## config.mk

```make
export PLATFORM = sky130hd
export DESIGN_NAME = fiber_tx_frame_arb_flat
export DESIGN_NICKNAME = d
export VERILOG_FILES = /design/src/rtl/fiber_tx_frame_arb_if.sv /design/src/rtl/fiber_tx_frame_arb.sv /design/src/flat_wrapper.sv
export SDC_FILE = /design/constraint.sdc
export NUM_CORES = 1
export LEC_CHECK = 0
export ABC_AREA = 1
export CORE_MARGIN = 5
export CORE_UTILIZATION = 30
export CTS_CLUSTER_SIZE = 24
export DETAILED_ROUTE_END_ITERATION = 16
export PLACE_DENSITY_LB_ADDON = 0.12
export SETUP_SLACK_MARGIN = 0.1
export SLEW_MARGIN = 20
export SYNTH_ARGS = -nofsm -noshare
export SYNTH_HDL_FRONTEND = slang
export SYNTH_SLANG_ARGS = --single-unit
```

## constraint.sdc

```tcl
create_clock -name clk -period 1.84 [get_ports clk]
set_input_delay 0.184 -clock clk [delete_from_list [all_inputs] [get_ports clk]]
set_output_delay 0.184 -clock clk [all_outputs]
set_load 0.1 [all_outputs]
```

## src/rtl/fiber_tx_frame_arb_if.sv

```systemverilog
// AXI-Stream style frame channel shared by the cmd, ddc and TX-FIFO sides of the arbiter.
interface fiber_tx_frame_arb_if #(
    parameter int DW = 64
);
    logic [DW-1:0] tdata;
    logic          tvalid;
    logic          tlast;
    logic          tready;

    modport master (output tdata, output tvalid, output tlast, input  tready);
    modport slave  (input  tdata, input  tvalid, input  tlast, output tready);
endinterface

```

## src/rtl/fiber_tx_frame_arb.sv

```systemverilog
// Frame-atomic arbiter feeding the Aurora TX FIFO: cmd frames beat ddc frames at frame
// boundaries only, and a watchdog closes any granted frame whose source goes quiet.
module fiber_tx_frame_arb #(
    parameter int          DW          = 64,
    parameter logic [15:0] TIMEOUT_CYC = 16'd1024,
    parameter logic [DW-1:0] PAD_WORD  = 64'hDEAD_BEEF_DEAD_BEEF
) (
    input  logic                         clk,
    input  logic                         rst_n,
    input  logic                         enable,
    fiber_tx_frame_arb_if.slave          cmd,
    fiber_tx_frame_arb_if.slave          ddc,
    fiber_tx_frame_arb_if.master         m,
    output logic [7:0]                   m_tkeep,
    output logic [15:0]                  cmd_frame_cnt,
    output logic [15:0]                  ddc_frame_cnt,
    output logic [15:0]                  abort_cnt,
    output logic                         abort_pulse
);

    typedef enum logic [1:0] {
        IDLE      = 2'd0,
        GRANT_CMD = 2'd1,
        GRANT_DDC = 2'd2,
        PAD       = 2'd3
    } state_t;

    state_t          state_r;
    state_t          state_s;
    logic [15:0]     wd_r;
    logic [15:0]     wd_inc_val_s;
    logic            wd_clr_s;
    logic            wd_inc_s;
    logic            load_pad_s;
    logic [DW-1:0]   m_tdata_r;
    logic            m_tvalid_r;
    logic            m_tlast_r;
    logic [15:0]     cmd_frame_cnt_r;
    logic [15:0]     ddc_frame_cnt_r;
    logic [15:0]     abort_cnt_r;
    logic            abort_pulse_r;
    logic            slot_free_s;
    logic            is_cmd_s;
    logic            granted_s;
    logic            src_valid_s;
    logic            src_last_s;
    logic [DW-1:0]   src_data_s;
    logic            accept_s;

    // The output slot can take a new word when it is empty or being drained this cycle.
    assign slot_free_s  = !m_tvalid_r || m.tready;
    assign is_cmd_s     = (state_r == GRANT_CMD);
    assign granted_s    = (state_r == GRANT_CMD) || (state_r == GRANT_DDC);
    assign src_valid_s  = is_cmd_s ? cmd.tvalid : ddc.tvalid;
    assign src_last_s   = is_cmd_s ? cmd.tlast  : ddc.tlast;
    assign src_data_s   = is_cmd_s ? cmd.tdata  : ddc.tdata;
    assign accept_s     = granted_s && slot_free_s && src_valid_s;
    assign wd_inc_val_s = wd_r + 16'd1;

    assign cmd.tready    = (state_r == GRANT_CMD) && slot_free_s;
    assign ddc.tready    = (state_r == GRANT_DDC) && slot_free_s;
    assign m.tdata       = m_tdata_r;
    assign m.tvalid      = m_tvalid_r;
    assign m.tlast       = m_tlast_r;
    assign m_tkeep       = 8'hFF;
    assign cmd_frame_cnt = cmd_frame_cnt_r;
    assign ddc_frame_cnt = ddc_frame_cnt_r;
    assign abort_cnt     = abort_cnt_r;
    assign abort_pulse   = abort_pulse_r;

    // Arbiter state register.
    always_ff @(posedge clk or negedge rst_n) begin
        if (!rst_n) begin
            state_r <= IDLE;
        end else begin
            state_r <= state_s;
        end
    end

    // Next-state, watchdog control and pad injection.
    always_comb begin
        state_s    = state_r;
        wd_clr_s   = 1'b0;
        wd_inc_s   = 1'b0;
        load_pad_s = 1'b0;
        case (state_r)
            IDLE: begin
                wd_clr_s = 1'b1;
                if (enable && cmd.tvalid) begin
                    state_s = GRANT_CMD;
                end else if (enable && ddc.tvalid) begin
                    state_s = GRANT_DDC;
                end else begin
                    state_s = IDLE;
                end
            end
            GRANT_CMD, GRANT_DDC: begin
                if (accept_s) begin
                    // A beat on the timeout cycle still wins: the counter just clears.
                    wd_clr_s = 1'b1;
                    if (src_last_s) begin
                        state_s = IDLE;
                    end else begin
                        state_s = state_r;
                    end
                end else if (!src_valid_s) begin
                    wd_inc_s = 1'b1;
                    if (wd_inc_val_s == TIMEOUT_CYC) begin
                        state_s = PAD;
                    end else begin
                        state_s = state_r;
                    end
                end else begin
                    state_s = state_r;
                end
            end
            PAD: begin
                if (slot_free_s) begin
                    load_pad_s = 1'b1;
                    state_s    = IDLE;
                end else begin
                    state_s    = PAD;
                end
            end
            default: begin
                state_s = IDLE;
            end
        endcase
    end

    // Watchdog: counts source-idle cycles inside a granted frame only.
    always_ff @(posedge clk or negedge rst_n) begin
        if (!rst_n) begin
            wd_r <= 16'd0;
        end else if (wd_clr_s) begin
            wd_r <= 16'd0;
        end else if (wd_inc_s) begin
            wd_r <= wd_inc_val_s;
        end else begin
            wd_r <= wd_r;
        end
    end

    // Single output register stage; holds its word while the FIFO back-pressures.
    always_ff @(posedge clk or negedge rst_n) begin
        if (!rst_n) begin
            m_tdata_r  <= '0;
            m_tvalid_r <= 1'b0;
            m_tlast_r  <= 1'b0;
        end else if (accept_s) begin
            m_tdata_r  <= src_data_s;
            m_tvalid_r <= 1'b1;
            m_tlast_r  <= src_last_s;
        end else if (load_pad_s) begin
            m_tdata_r  <= PAD_WORD;
            m_tvalid_r <= 1'b1;
            m_tlast_r  <= 1'b1;
        end else if (m.tready) begin
            m_tvalid_r <= 1'b0;
            m_tlast_r  <= 1'b0;
        end else begin
            m_tvalid_r <= m_tvalid_r;
            m_tlast_r  <= m_tlast_r;
        end
    end

    // Frame/abort statistics; counters wrap naturally at 16 bits.
    always_ff @(posedge clk or negedge rst_n) begin
        if (!rst_n) begin
            cmd_frame_cnt_r <= 16'd0;
            ddc_frame_cnt_r <= 16'd0;
            abort_cnt_r     <= 16'd0;
            abort_pulse_r   <= 1'b0;
        end else begin
            abort_pulse_r <= load_pad_s;
            if (accept_s && src_last_s && is_cmd_s) begin
                cmd_frame_cnt_r <= cmd_frame_cnt_r + 16'd1;
            end else begin
                cmd_frame_cnt_r <= cmd_frame_cnt_r;
            end
            if (accept_s && src_last_s && !is_cmd_s) begin
                ddc_frame_cnt_r <= ddc_frame_cnt_r + 16'd1;
            end else begin
                ddc_frame_cnt_r <= ddc_frame_cnt_r;
            end
            if (load_pad_s) begin
                abort_cnt_r <= abort_cnt_r + 16'd1;
            end else begin
                abort_cnt_r <= abort_cnt_r;
            end
        end
    end

endmodule

```

## src/flat_wrapper.sv

```systemverilog
// flat-port wrapper written by rule: the top's interface ports become plain ports
module fiber_tx_frame_arb_flat 
#(
    parameter int          DW          = 64,
    parameter logic [15:0] TIMEOUT_CYC = 16'd1024,
    parameter logic [DW-1:0] PAD_WORD  = 64'hDEAD_BEEF_DEAD_BEEF
)
  (clk, rst_n, enable, m_tkeep, cmd_frame_cnt, ddc_frame_cnt, abort_cnt, abort_pulse, cmd_tdata, cmd_tvalid, cmd_tlast, cmd_tready, ddc_tdata, ddc_tvalid, ddc_tlast, ddc_tready, m_tdata, m_tvalid, m_tlast, m_tready);
  fiber_tx_frame_arb_if #(.DW(DW)) cmd_i ();
  fiber_tx_frame_arb_if #(.DW(DW)) ddc_i ();
  fiber_tx_frame_arb_if #(.DW(DW)) m_i ();
  input  logic clk;
  input  logic rst_n;
  input  logic enable;
  output logic [7:0] m_tkeep;
  output logic [15:0] cmd_frame_cnt;
  output logic [15:0] ddc_frame_cnt;
  output logic [15:0] abort_cnt;
  output logic abort_pulse;
  input wire logic [$bits(cmd_i.tdata)-1:0] cmd_tdata;
  input wire logic [$bits(cmd_i.tvalid)-1:0] cmd_tvalid;
  input wire logic [$bits(cmd_i.tlast)-1:0] cmd_tlast;
  output wire logic [$bits(cmd_i.tready)-1:0] cmd_tready;
  input wire logic [$bits(ddc_i.tdata)-1:0] ddc_tdata;
  input wire logic [$bits(ddc_i.tvalid)-1:0] ddc_tvalid;
  input wire logic [$bits(ddc_i.tlast)-1:0] ddc_tlast;
  output wire logic [$bits(ddc_i.tready)-1:0] ddc_tready;
  output wire logic [$bits(m_i.tdata)-1:0] m_tdata;
  output wire logic [$bits(m_i.tvalid)-1:0] m_tvalid;
  output wire logic [$bits(m_i.tlast)-1:0] m_tlast;
  input wire logic [$bits(m_i.tready)-1:0] m_tready;
  assign cmd_i.tdata = cmd_tdata;
  assign cmd_i.tvalid = cmd_tvalid;
  assign cmd_i.tlast = cmd_tlast;
  assign cmd_tready = cmd_i.tready;
  assign ddc_i.tdata = ddc_tdata;
  assign ddc_i.tvalid = ddc_tvalid;
  assign ddc_i.tlast = ddc_tlast;
  assign ddc_tready = ddc_i.tready;
  assign m_tdata = m_i.tdata;
  assign m_tvalid = m_i.tvalid;
  assign m_tlast = m_i.tlast;
  assign m_i.tready = m_tready;
  fiber_tx_frame_arb #(.DW(DW), .TIMEOUT_CYC(TIMEOUT_CYC), .PAD_WORD(PAD_WORD)) u_core (.clk(clk), .rst_n(rst_n), .enable(enable), .cmd(cmd_i), .ddc(ddc_i), .m(m_i), .m_tkeep(m_tkeep), .cmd_frame_cnt(cmd_frame_cnt), .ddc_frame_cnt(ddc_frame_cnt), .abort_cnt(abort_cnt), .abort_pulse(abort_pulse));
endmodule
```

== Word level (Yosys, flattened, before mapping) ==
Index checks and enable logic that the tools add are counted.

* Bitwise logic cells: 0
* Div/mod/pow operators: 0
* Mux-type cells: 26
* Add/subtract/negate cells: 4
* Shift-type cells: 0
* $mul: 0
* Equality and inequality tests: 7
* $lt $le $gt $ge: 0
* Reductions and logical operators: 19

{| class="wikitable"
|+ Operator list
! kind !! number
|-
| 64-bit two-way mux || 3
|-
| 16-bit by 1-bit adder with 16-bit output, second input constant || 4
|-
| 16-bit two-way mux || 2
|-
| 16-bit by 11-bit equality test with 1-bit output, second input constant || 1
|-
| 2-bit two-way mux || 7
|-
| 1-bit two-way mux || 12
|-
| 1-bit logical AND || 9
|-
| 2-bit one-hot mux with 3 select lines || 1
|-
| 2-bit equality test, second input constant || 2
|-
| 2-bit nonzero test || 2
|-
| 3-bit by 1-bit inequality test with 1-bit output, second input constant || 1
|-
| 3-bit by 2-bit inequality test with 1-bit output, second input constant || 1
|-
| 3-bit inequality test, second input constant || 1
|-
| 3-bit AND reduction || 1
|-
| 3-bit nonzero test || 1
|-
| 2-bit by 1-bit equality test with 1-bit output, second input constant || 1
|-
| 1-bit logical NOT || 2
|-
| 2-bit logical NOT || 1
|-
| 1-bit logical OR || 2
|-
| 1-bit one-hot mux with 2 select lines || 1
|-
| 2-bit OR reduction || 1
|}

* ROM bits: 0
* Input bits: 136
* Latch bits: 0
* Word-level logic and storage cells: 65
* Register bits: 133
* Bits in writable memories: 0
* Memories kept: 0

== Depth between registers and ports, before layout ==
Gate-level depths: netlist (run 1).

* Depth after elaboration: 8
* Depth in mapped cells: 14
* Mapped depth without buffers: 14

== Least setup slack after synthesis (run 1) ==
OpenSTA, ideal clock, no wires.

* Path kind: reg-to-output
* From: reg u_core.state_r[1]
* To: out cmd_tready
* Buffers on the path: 3
* Arrival: 2.722 ns
* Slack: -1.066 ns
* Required time: 1.656 ns
* Cell stages (with the launch flop): 8
* Path through: dfrtp_1 -> inv_1 -> ha_1 -> buf_6 -> clkinv_1 -> clkbuf_1 -> clkbuf_1 -> nor2_1

* Word-level cells in the longest chain between the ends: 2

{| class="wikitable"
|+ Ends and longest elaborated chain
! item !! RTL line !! text
|-
| start: declaration || fiber_tx_frame_arb.sv:28 || <nowiki>state_t state_r;</nowiki>
|-
| start signal: assignment || fiber_tx_frame_arb.sv:76 || <nowiki>state_r <= state_s;</nowiki>
|-
| 2-bit by 1-bit equality test with 1-bit output || fiber_tx_frame_arb.sv:60 || <nowiki>assign cmd.tready = (state_r == GRANT_CMD) && slot_free_s;</nowiki>
|-
| 1-bit logical AND || fiber_tx_frame_arb.sv:60 ||
|-
| end: declaration || flat_wrapper.sv:23 || <nowiki>output wire logic [$bits(cmd_i.tready)-1:0] cmd_tready;</nowiki>
|}

Every way passes these cells.

== Worst setup path in the final report (run 1) ==
* From: reg u_core.state_r[1]
* To: reg u_core.cmd_frame_cnt_r[14] (netlist: u_core.cmd_frame_cnt[14])

* Word-level cells in the longest chain between the ends: 6

{| class="wikitable"
|+ Ends and longest elaborated chain
! item !! RTL line !! text
|-
| 2-bit by 1-bit equality test with 1-bit output / 2-bit equality test (equally long branches) || fiber_tx_frame_arb.sv:52, fiber_tx_frame_arb.sv:53 ||
|-
| 1-bit logical OR || fiber_tx_frame_arb.sv:53 || <nowiki>assign granted_s = (state_r == GRANT_CMD) || (state_r == GRANT_DDC);</nowiki>
|-
| 1-bit logical AND (2 in a row) || fiber_tx_frame_arb.sv:57 || <nowiki>assign accept_s = granted_s && slot_free_s && src_valid_s;</nowiki>
|-
| 1-bit logical AND || fiber_tx_frame_arb.sv:176 || <nowiki>if (accept_s && src_last_s && is_cmd_s) begin</nowiki>
|-
| 1-bit logical AND * || fiber_tx_frame_arb.sv:176 ||
|-
| end signal: assignment || fiber_tx_frame_arb.sv:177 || <nowiki>cmd_frame_cnt_r <= cmd_frame_cnt_r + 16'd1;</nowiki>
|-
| end signal: assignment || fiber_tx_frame_arb.sv:179 || <nowiki>cmd_frame_cnt_r <= cmd_frame_cnt_r;</nowiki>
|-
| end: declaration || fiber_tx_frame_arb.sv:38 || <nowiki>logic [15:0] cmd_frame_cnt_r;</nowiki>
|}

Every way passes the cells marked *; elsewhere a longest branch is shown, timed or not.
A chain may end at the register's enable or synchronous reset.

==> results of run 1 <==
[synth_stat cells]
library cell  number  area, um^2
clkbuf_1          24        90.1
buf_6              1        11.3
xnor2_1           21         184
nor3b_1            1        7.51
nand4_4            1        21.3
and3b_1            1        8.76
nor2_1           128         480
inv_1             56         210
nand2_1          160         601
inv_2              3        11.3
buf_4              8        60.1
nand4_1           12        75.1
a31oi_1            8        50.1
mux2_2             1        11.3
xor2_1            25         219
nand3_1           29         145
o31ai_1           16         120
o21ai_1            1        5.00
ha_1               9         113
nor3_1             4        20.0
nand4_2            1        12.5
a21oi_1           94         470
clkinv_1           1        3.75
o21ai_0           17        85.1
nor3_4             1        16.3
nor2_2             5        31.3
inv_4              1        6.26
nand2_2            3        18.8
nand2_4            1        11.3
conb_1             1        3.75
o211ai_1           2        15.0
nand3_2            2        20.0
nand3b_1           2        15.0
nor2_4             1        11.3
nor2_8             4        80.1
and3_1             1        6.26
buf_2              4        20.0
o21ai_4            1        16.3
dfrtp_1          133        3330
[logic make-up after synthesis]
| kind of cell | Yosys count |
|---|---|
| XOR/XNOR | 46 |
| flip-flops | 133 |
| other | 1 |
| AND/OR/NAND/NOR | 357 |
| AO/OA/AOI/OAI | 139 |
| multiplexers | 1 |
| buffers and inverters | 98 |
| adder cells (fa/ha/maj) | 9 |
[through the flow]
step / utilization / hold WS, ps / worst slack, ps / std cells / total power [W]
floorplan: - / -112 / -184 / 791 / 0.0127
global placement: 0.444 / 220 / -105 / 1338 / 0.0158
detailed placement: 0.444 / 222 / -113 / 1338 / 0.0158
CTS: 0.496 / 287 / -93.4 / 1388 / 0.0203
global route: 0.553 / 295 / -216 / 1414 / 0.0234
finish: 0.553 / 307 / -119 / 1414 / 0.0224
[what timing repair did]
action | 4_1_cts | 5_1_grt
setup endpoints to repair | 111 | 125
pin swaps | 8 | 38
cloned | 8 | 4
setup buffers | 9 | 23
gates resized for setup | 69 | 266
endpoints found under the hold margin | 133 | 0
hold buffers | 1 | 0
[worst min-delay path: cells and delay by family]
kind | cells | cell delay, ps
AOI/OAI and AO/OA | 1 | 50
buffers and inverters | 1 | 390
and+or+nand+nor | 1 | 80
[sequential cells by signal, summed over array words and instances, names as in the netlist]
| signal | cells |
|---|---|
| u_core.abort_cnt | 16 |
| u_core.abort_pulse | 1 |
| u_core.cmd_frame_cnt | 16 |
| u_core.ddc_frame_cnt | 16 |
| u_core.m.tdata | 64 |
| u_core.m.tlast | 1 |
| u_core.m.tvalid | 1 |
| u_core.state_r | 2 |
| u_core.wd_r | 16 |
[power by group]
| group | leakage (nW) | switching [W] | internal, W |
|---|---|---|---|
| clock | 0.282 | 0.00156 | 0.00181 |
| combinational | 3.53 | 0.00992 | 0.00433 |
| sequential | 1.62 | 0.000952 | 0.00385 |
[worst max-delay path by stage]
stage                     slack [ps]                        to              start  depth (start not counted)
after CTS                        -90  u_core.cmd_frame_cnt[14]  u_core.state_r[0]                         11
final                           -120  u_core.cmd_frame_cnt[14]  u_core.state_r[1]                         13
after detailed placement        -110  u_core.cmd_frame_cnt[14]           m_tready                         11
after global placement          -110  u_core.cmd_frame_cnt[14]           m_tready                         11
after floorplan                 -180  u_core.ddc_frame_cnt[12]  u_core.state_r[1]                         12
after global routing            -220  u_core.cmd_frame_cnt[14]  u_core.state_r[1]                         13
[routing by layer]
metal | part of all wire | routed length (um) | up-vias
li1 | - | - | 3231
met1 | 0.40 | 9570 | 3142
met2 | 0.50 | 12000 | 213
met3 | 0.087 | 2090 | 18
met4 | 0.013 | 308 | 0
met5 | 0 | 0 | -
[final cells by class]
type                       count  area share
antenna                        1    0.000208
clock buffer                  17      0.0354
clock inverter                15      0.0131
inverter                      61      0.0217
multi-input combinational    560       0.338
sequential                   133       0.280
tap                          280      0.0291
timing repair buffer         347       0.282
==> impl_metrics.csv, run 1 <==
group,metric,value,unit
critical_path,crit_chain,"inv_2, ha_4, buf_6, nand2_4, o21ai_4, inv_2, nor2_8, nand2_8, nor2_8, nand4_4, nor2_4, nand2_2, xnor2_2",
critical_path,cp-start-kind,"flop",
routing,totalWireLength,24000,um
hold_path,holdPathStages,3,
critical_path,crit_buf_inv,3,
layout,regArea,0.00337,mm^2
logic_synthesis,synthCells,784,
sta,post-route-period-util,1.06,
floorplanning,core,0.0218,mm^2
global_routing,grt_pass1_wl,34900,um
sta,skew,16.0,ps
global_routing,grt_use_met1,0.220,
layout,mostFrequentLayoutCell,"buf_4",
critical_path,required,2150,ps
sta,setup_violations,66,
cts,cts_tree,"done",
logic_synthesis,synthSimpleGateAreaFrac,0.239,
global_routing,grt_usage,0.179,
sta,period_minus_slack,1960,ps
place,dpl_cell_area,0.00966,mm^2
cts,clk_pin_slew_worst_paths,70,ps
critical_path,max_stage_delay,400,ps
floorplanning,start_util,0.304,
critical_path,cpLargestDelayFamily,"simple AND/OR/NAND/NOR gates",
logic_synthesis,synth_adder_area_share,0.0170,
critical_path,reg2reg_from,"u_core.state_r[1]",
cts,clk_latency,430,ps
logic_synthesis,syn_area,0.00662,mm^2
floorplanning,die_h,158,um
routing,initialDrtViolationCount,236,
critical_path,critPathSlowestCell,"dfrtp_1",
logic_synthesis,synth_compound_area_frac,0.115,
layout,drive_gt1_frac,0.435,
pwr,p_leak,5.43,nW
hold_path,holdPathEnd,"u_core.m.tdata[41]",
place,io_buffer_count,252,
critical_path,crit_type,"reg2reg",
critical_path,cp_max_fo,5,
layout,fillers,1990,
sta,tightest_slew,504,ps
critical_path,endpoint_kind,"flop",
layout,finalNetCount,1265,
layout,stdcell_area,0.0120,mm^2
sta,fmax,510,MHz
cts,cts.sink_count,133,
pwr,vdd_drop_max,1330,uV
hold_path,hp-class,"in2reg",
sta,slew_viol_final,0,
routing,final_antenna_net_count,0,
routing,wire_per_inst,16.9,um
global_routing,met2_usage,0.290,
logic_synthesis,seq_area_frac_synth,0.503,
sta,relSlewSlack,0.664,
cts,cts_buffers,17,
global_routing,grt_pass1_vias,6506,
sta,tns,-2340,ps
critical_path,rrSetupSlack,-120,ps
routing,drtPass1Iterations,6,
cts,clock-root-buffer,"clkbuf_16",
layout,area_growth,81.9,%
cts,htreeDepth,4,
logic_synthesis,yosys_register_bits,133,
hold_path,hp-start,"cmd_tdata[41]",
floorplanning,io_pins,261,
run,maxCapViolations,0,
routing,vias,6604,
logic_synthesis,ys.warnings.count,0,
logic_synthesis,synth_cell_types,39,
routing,via_per_inst,4.67,
global_routing,grt_start_max_net_pins,67,
pwr,cellPowerDensity,1860,mW/mm^2
routing,drc,0,
sta,setup_ws,-119,ps
global_routing,grt-ovfl-total,0,
logic_synthesis,avgSynthCellArea,8.44,um^2
logic_synthesis,synth_xor_area_frac,0.0609,
logic_synthesis,synthMuxAreaShare,0.00170,
critical_path,cp.arrival,2270,ps
cts,cts.path.max_buffers,2,
outcome,failed_checks,"setup timing",
layout,final_cell_mix,"buf_4 (170), clkdlybuf4s50_1 (134), nand2_1 (125)",
global_routing,grt_antenna_before_repair,1,
sta,final-hold-violation-count,0,
layout,multi_input_area,0.00407,mm^2
sta,rsz0062_at_grt,"yes",
global_routing,grt_use_met3,0.0758,
floorplanning,dieArea,0.0251,mm^2
floorplanning,rows,54,
floorplanning,die_x,158,um
place,place_hpwl,15700,um
critical_path,rr_worst_depth,13,
place,gp_congestion,0.807,
critical_path,timing.rr.end,"u_core.cmd_frame_cnt[14]",
outcome,status,"finished with violations",
global_routing,grt_busiest_layer,"met2",
logic_synthesis,synth_top_family_by_area,"simple AND/OR/NAND/NOR gates",
Power figures use the tool's default switching activity.
==> inputs of run 2 (changes only) <==
--- a/config.mk
+++ b/config.mk
@@ -6,7 +6,6 @@
 export NUM_CORES = 1
 export LEC_CHECK = 0
 export ABC_AREA = 1
-export CORE_MARGIN = 5
 export CORE_UTILIZATION = 30
 export CTS_CLUSTER_SIZE = 24
 export DETAILED_ROUTE_END_ITERATION = 16
==> run 2 against run 1 <==
The run still ends with setup timing left. First-iteration DRC count shrank 7.2%. Combinational power shrank 6%. Power shrank 3.2%. Sequential share of layout area grew 0.87 points. Largest cell class unchanged. Highest routed layer unchanged.
==> impl_metrics.csv, run 2 (synthesized netlist as in run 1, its figures left out) <==
group,metric,value,unit
sta,final-hold-violation-count,0,
layout,drive_gt1_frac,0.405,
critical_path,cp-start-kind,"flop",
global_routing,grt_usage,0.198,
global_routing,grt-ovfl-total,0,
place,io_buffer_count,252,
critical_path,reg2reg_from,"u_core.state_r[0]",
sta,setup_violations,37,
sta,setup_ws,-56.9,ps
global_routing,grt_antenna_before_repair,0,
routing,vias,6552,
layout,largest_reg_flops,64,
global_routing,grt_pass1_wl,34100,um
layout,finalNetCount,1261,
floorplanning,die_h,150,um
layout,fin_cells,1404,
routing,final_antenna_net_count,0,
floorplanning,die_x,150,um
floorplanning,rows,53,
hold_path,hp-class,"in2async",
layout,final_cell_mix,"buf_4 (169), nand2_1 (145), clkdlybuf4s50_1 (134)",
pwr,vdd_drop_max,1350,uV
outcome,failed_checks,"setup timing",
cts,cts_buffers,17,
outcome,status,"finished with violations",
run,maxCapViolations,0,
critical_path,cp.arrival,2250,ps
critical_path,crit_start,"u_core.state_r[0]",
floorplanning,core,0.0213,mm^2
routing,initialDrtViolationCount,219,
cts,cts.sink_count,133,
floorplanning,dieArea,0.0226,mm^2
cts,cts_tree,"done",
layout,stdcell_area,0.0117,mm^2
place,dp_cells,1336,
layout,area_growth,76.4,%
routing,totalWireLength,22300,um
critical_path,cp_max_fo,5,
global_routing,grt_pass1_vias,6456,
place,place_hpwl,15000,um
routing,via_per_inst,4.67,
sta,rsz0062_at_grt,"yes",
place,dpl_cell_area,0.00969,mm^2
sta,skew,11.1,ps
cts,clock-root-buffer,"clkbuf_16",
floorplanning,start_util,0.311,
routing,wire_per_inst,15.9,um
sta,period_minus_slack,1900,ps
layout,mostFrequentLayoutCell,"buf_4",
critical_path,endpoint_kind,"flop",
pwr,cellPowerDensity,1860,mW/mm^2
global_routing,grt_start_max_net_pins,63,
layout,fillers,1956,
cts,htreeDepth,4,
critical_path,required,2190,ps
place,gp_congestion,0.797,
cts,cts.path.max_buffers,2,
floorplanning,io_pins,261,
sta,slew_viol_final,0,
routing,drc,0,
routing,drtPass1Iterations,4,
layout,diodes,0,
pwr,p_leak,5.26,nW
sta,post-route-period-util,1.03,
critical_path,crit_type,"reg2reg",
cts,clk_latency,430,ps
cts,clk_pin_slew_worst_paths,60,ps
sta,fmax,527,MHz
==> run 2: cell count changes in the layout (fill, tap and decap cells not counted), sizes merged <==
cell,delta
clkinv,+1
inv,-4
diode,-1
buf,-2
clkbuf,-1
bufinv,+2
==> run 2: critical path, cell delays in order, from the launching register on <==
cell,delay [ps]
dfrtp_2,450
ha_4,200
o21ai_4,150
inv_2,80
nor2_8,170
nand2_8,100
nor2_8,130
nand4_4,100
nor2_4,190
buf_6,120
xor2_1,130
==> run 2: metrics by stage <==
step	power (W)	hold slack, ps	setup TNS (ps)	setup WS (ps)	utilization
after global routing	0.0227	280	-5020	-169	0.548
final	0.0217	240	-928	-56.9	0.548
after global placement	0.0158	125	-2170	-108	0.455
after CTS	0.0208	242	-77.3	-19.5	0.519
after floorplan	0.0127	-112	-4610	-184	-
after detailed placement	0.0158	129	-2760	-133	0.455
==> run 2: path summary, 6_finish.rpt <==
path	end	slack (ps)	depth (start not counted)
hold reg to reg	u_core.ddc_frame_cnt[15]	470	1
min in group clk	u_core.m.tdata[15]	310	3
max in group asynchronous	u_core.cmd_frame_cnt[4]	950	3
hold / removal	u_core.wd_r[12]	240	2
setup / recovery	u_core.cmd_frame_cnt[10]	-60	10
setup reg to reg	u_core.cmd_frame_cnt[10]	-60	10
==> run 2: layout make-up <==
type / instances / area [um^2] / share of cell area
clock buffers: 18 / 439 / 0.0376
clock inverters: 14 / 165 / 0.0142
inverters: 61 / 248 / 0.0212
multi-input cells: 560 / 3820 / 0.327
flip-flops and latches: 133 / 3370 / 0.289
well taps: 275 / 344 / 0.0295
repair buffers: 343 / 3280 / 0.281
==> run 2: power breakdown <==
part           internal, W  switching [W]
registers          0.00385       0.000861
clock network      0.00207        0.00147
logic              0.00391        0.00952
total              0.00984         0.0119
==> run 2: repair_timing <==
item	in CTS	in global routing
gates cloned	4	3
hold buffers	1	0
hold endpoints to repair	34	0
resized for setup	136	122
endpoints found under the setup margin	106	120
pin swaps	27	27
buffers inserted	17	12
==> run 2: layer usage <==
layer	track usage	wire length, um	vias up
li1	-	-	3209
met5	0	0	-
met2	0.327	11300	195
met4	0.0662	325	0
met1	0.241	9150	3127
met3	0.0655	1600	21
==> inputs of run 3 (changes only) <==
--- a/config.mk
+++ b/config.mk
@@ -9,7 +9,7 @@
 export CORE_UTILIZATION = 30
 export CTS_CLUSTER_SIZE = 24
 export DETAILED_ROUTE_END_ITERATION = 16
-export PLACE_DENSITY_LB_ADDON = 0.12
+export PLACE_DENSITY = 0.6
 export SETUP_SLACK_MARGIN = 0.1
 export SLEW_MARGIN = 20
 export SYNTH_ARGS = -nofsm -noshare
==> constraint.sdc (replaced) <==
create_clock -name clk -period 1.66 [get_ports clk]
set_input_delay 0.166 -clock clk [delete_from_list [all_inputs] [get_ports clk]]
set_output_delay 0.166 -clock clk [all_outputs]
set_load 0.005 [all_outputs]
==> run 3 against run 2 <==
The flow still finishes with violations (setup timing). Cell count up 3.1%. Power shrank 22%. Clock power rose by 2%. Count of clock-buffer cells in the layout up 1. Critical path depth grew 2. Die area unchanged. Combinational power shrank 38%. Sequential share of layout area decreased by 0.84 points. Register-to-register slack worse by 170 ps. Clock skew up 2.3 ps. First-iteration DRC count grew 5.9%.
==> impl_metrics.csv, run 3 (synthesized netlist as in run 1, its figures left out) <==
group,metric,value,unit
routing,initialDrtViolationCount,232,
cts,clock-root-buffer,"clkbuf_16",
sta,post-route-period-util,1.14,
floorplanning,io_pins,261,
sta,rsz0062_at_grt,"yes",
global_routing,grt_use_met3,0.0697,
floorplanning,start_util,0.311,
routing,final_antenna_net_count,0,
sta,slew_viol_final,0,
cts,cts.path.max_buffers,2,
global_routing,grt_pass1_wl,35000,um
pwr,vdd_drop_max,841,uV
sta,skew,13.5,ps
place,place_hpwl,14900,um
global_routing,grt_antenna_before_repair,0,
cts,cts_buffers,17,
outcome,status,"finished with violations",
global_routing,grt-ovfl-total,0,
routing,totalWireLength,23000,um
global_routing,met2_usage,0.349,
critical_path,required,1960,ps
critical_path,crit_type,"reg2reg",
sta,setup_violations,116,
routing,wire_per_inst,15.9,um
routing,drtPass1Iterations,5,
sta,whs,141,ps
cts,clk_latency,430,ps
hold_path,hp-class,"in2async",
critical_path,endpoint_kind,"flop",
cts,cts.sink_count,133,
cts,clk_pin_slew_worst_paths,70,ps
pwr,total_power,0.0169,W
routing,vias,6696,
layout,drive_gt1_frac,0.267,
floorplanning,core,0.0213,mm^2
floorplanning,rows,53,
run,maxCapViolations,0,
layout,diodes,0,
sta,final-hold-violation-count,0,
sta,period_minus_slack,1880,ps
layout,final_cell_mix,"clkdlybuf4s50_1 (228), nand2_1 (143), dfrtp_1 (129)",
global_routing,grt_busiest_layer,"met2",
layout,final_core_util,0.558,
global_routing,grt_pass1_vias,6602,
pwr,cellPowerDensity,1420,mW/mm^2
critical_path,cp_max_fo,5,
global_routing,grt_usage,0.204,
layout,mostFrequentLayoutCell,"clkdlybuf4s50_1",
sta,fmax,531,MHz
floorplanning,die_x,150,um
global_routing,grt_use_met1,0.244,
routing,drc,0,
pwr,p_leak,5.53,nW
layout,area_growth,79.5,%
sta,setup_ws,-224,ps
cts,cts_tree,"done",
cts,htreeDepth,4,
critical_path,cp.arrival,2180,ps
floorplanning,dieArea,0.0226,mm^2
routing,via_per_inst,4.62,
layout,finalNetCount,1305,
critical_path,cp-start-kind,"flop",
global_routing,grt_start_max_net_pins,51,
place,io_buffer_count,252,
outcome,failed_checks,"setup timing",
floorplanning,die_h,150,um
place,gp_congestion,0.831,
layout,largest_reg_flops,64,
place,pre_cts_slack,-315,ps
run 3: final cells by class:
| cell class | instances | area (um^2) |
|---|---|---|
| multi-input combinational | 560 | 3470 |
| clock inverter | 13 | 124 |
| tap | 275 | 344 |
| sequential | 133 | 3330 |
| timing repair buffer | 387 | 3930 |
| clock buffer | 19 | 433 |
| fill | 1897 | 9410 |
| inverter | 61 | 244 |
run 3: routing by layer:
metal / wire (um) / share of wire / up-vias
li1: - / - / 3279
met1: 9340 / 0.41 / 3188
met2: 11800 / 0.51 / 210
met3: 1690 / 0.073 / 19
met4: 176 / 0.0077 / 0
met5: 0 / 0 / -
run 3: final timing paths:
path | cells after the start | slack (ps) | to | from
min | 2 | 140 | u_core.ddc_frame_cnt[4] | rst_n
max in group asynchronous | 3 | 840 | u_core.m.tdata[1] | rst_n
max reg2reg | 12 | -220 | u_core.ddc_frame_cnt[14] | u_core.state_r[1]
max | 12 | -220 | u_core.ddc_frame_cnt[14] | u_core.state_r[1]
min reg2reg | 1 | 470 | u_core.ddc_frame_cnt[15] | u_core.ddc_frame_cnt[15]
min in group clk | 3 | 290 | u_core.m.tdata[32] | cmd_tdata[32]
run 3: worst max-delay path, stage by stage, from the launching register on:
cell and delay, ps:
dfrtp_1 390, inv_2 100, ha_4 200, nand2_4 60
o21ai_4 60, inv_2 80, nor2_8 160, nand2_8 90
nor2_8 130, inv_6 60, nor3_4 200, nand3_2 110
xnor2_1 120
run 3: report_power, final:
part,total (W),switching (W),internal (W)
registers,0.00492,0.000688,0.00423
logic,0.00836,0.00396,0.00440
clock network,0.00363,0.00155,0.00208
total,0.0169,0.00621,0.0107
run 3: through the flow:
step	instances	cell area [um^2]	setup TNS (ps)
6_report	1448	11900	-15880
5_1_grt	1448	11900	-27520
4_1_cts	1415	11300	-14520
3_5_place_dp	1351	9970	-24730
3_3_place_gp	1351	9970	-23790
2_1_floorplan	791	6730	-10100
run 3: what timing repair did:
item / in CTS / in global routing
gates cloned: 6 / 3
setup buffers: 27 / 31
resized for setup: 133 / 79
hold endpoints to repair: 133 / 0
setup endpoints to repair: 145 / 156
pin swaps: 17 / 13
hold buffers: 1 / 0
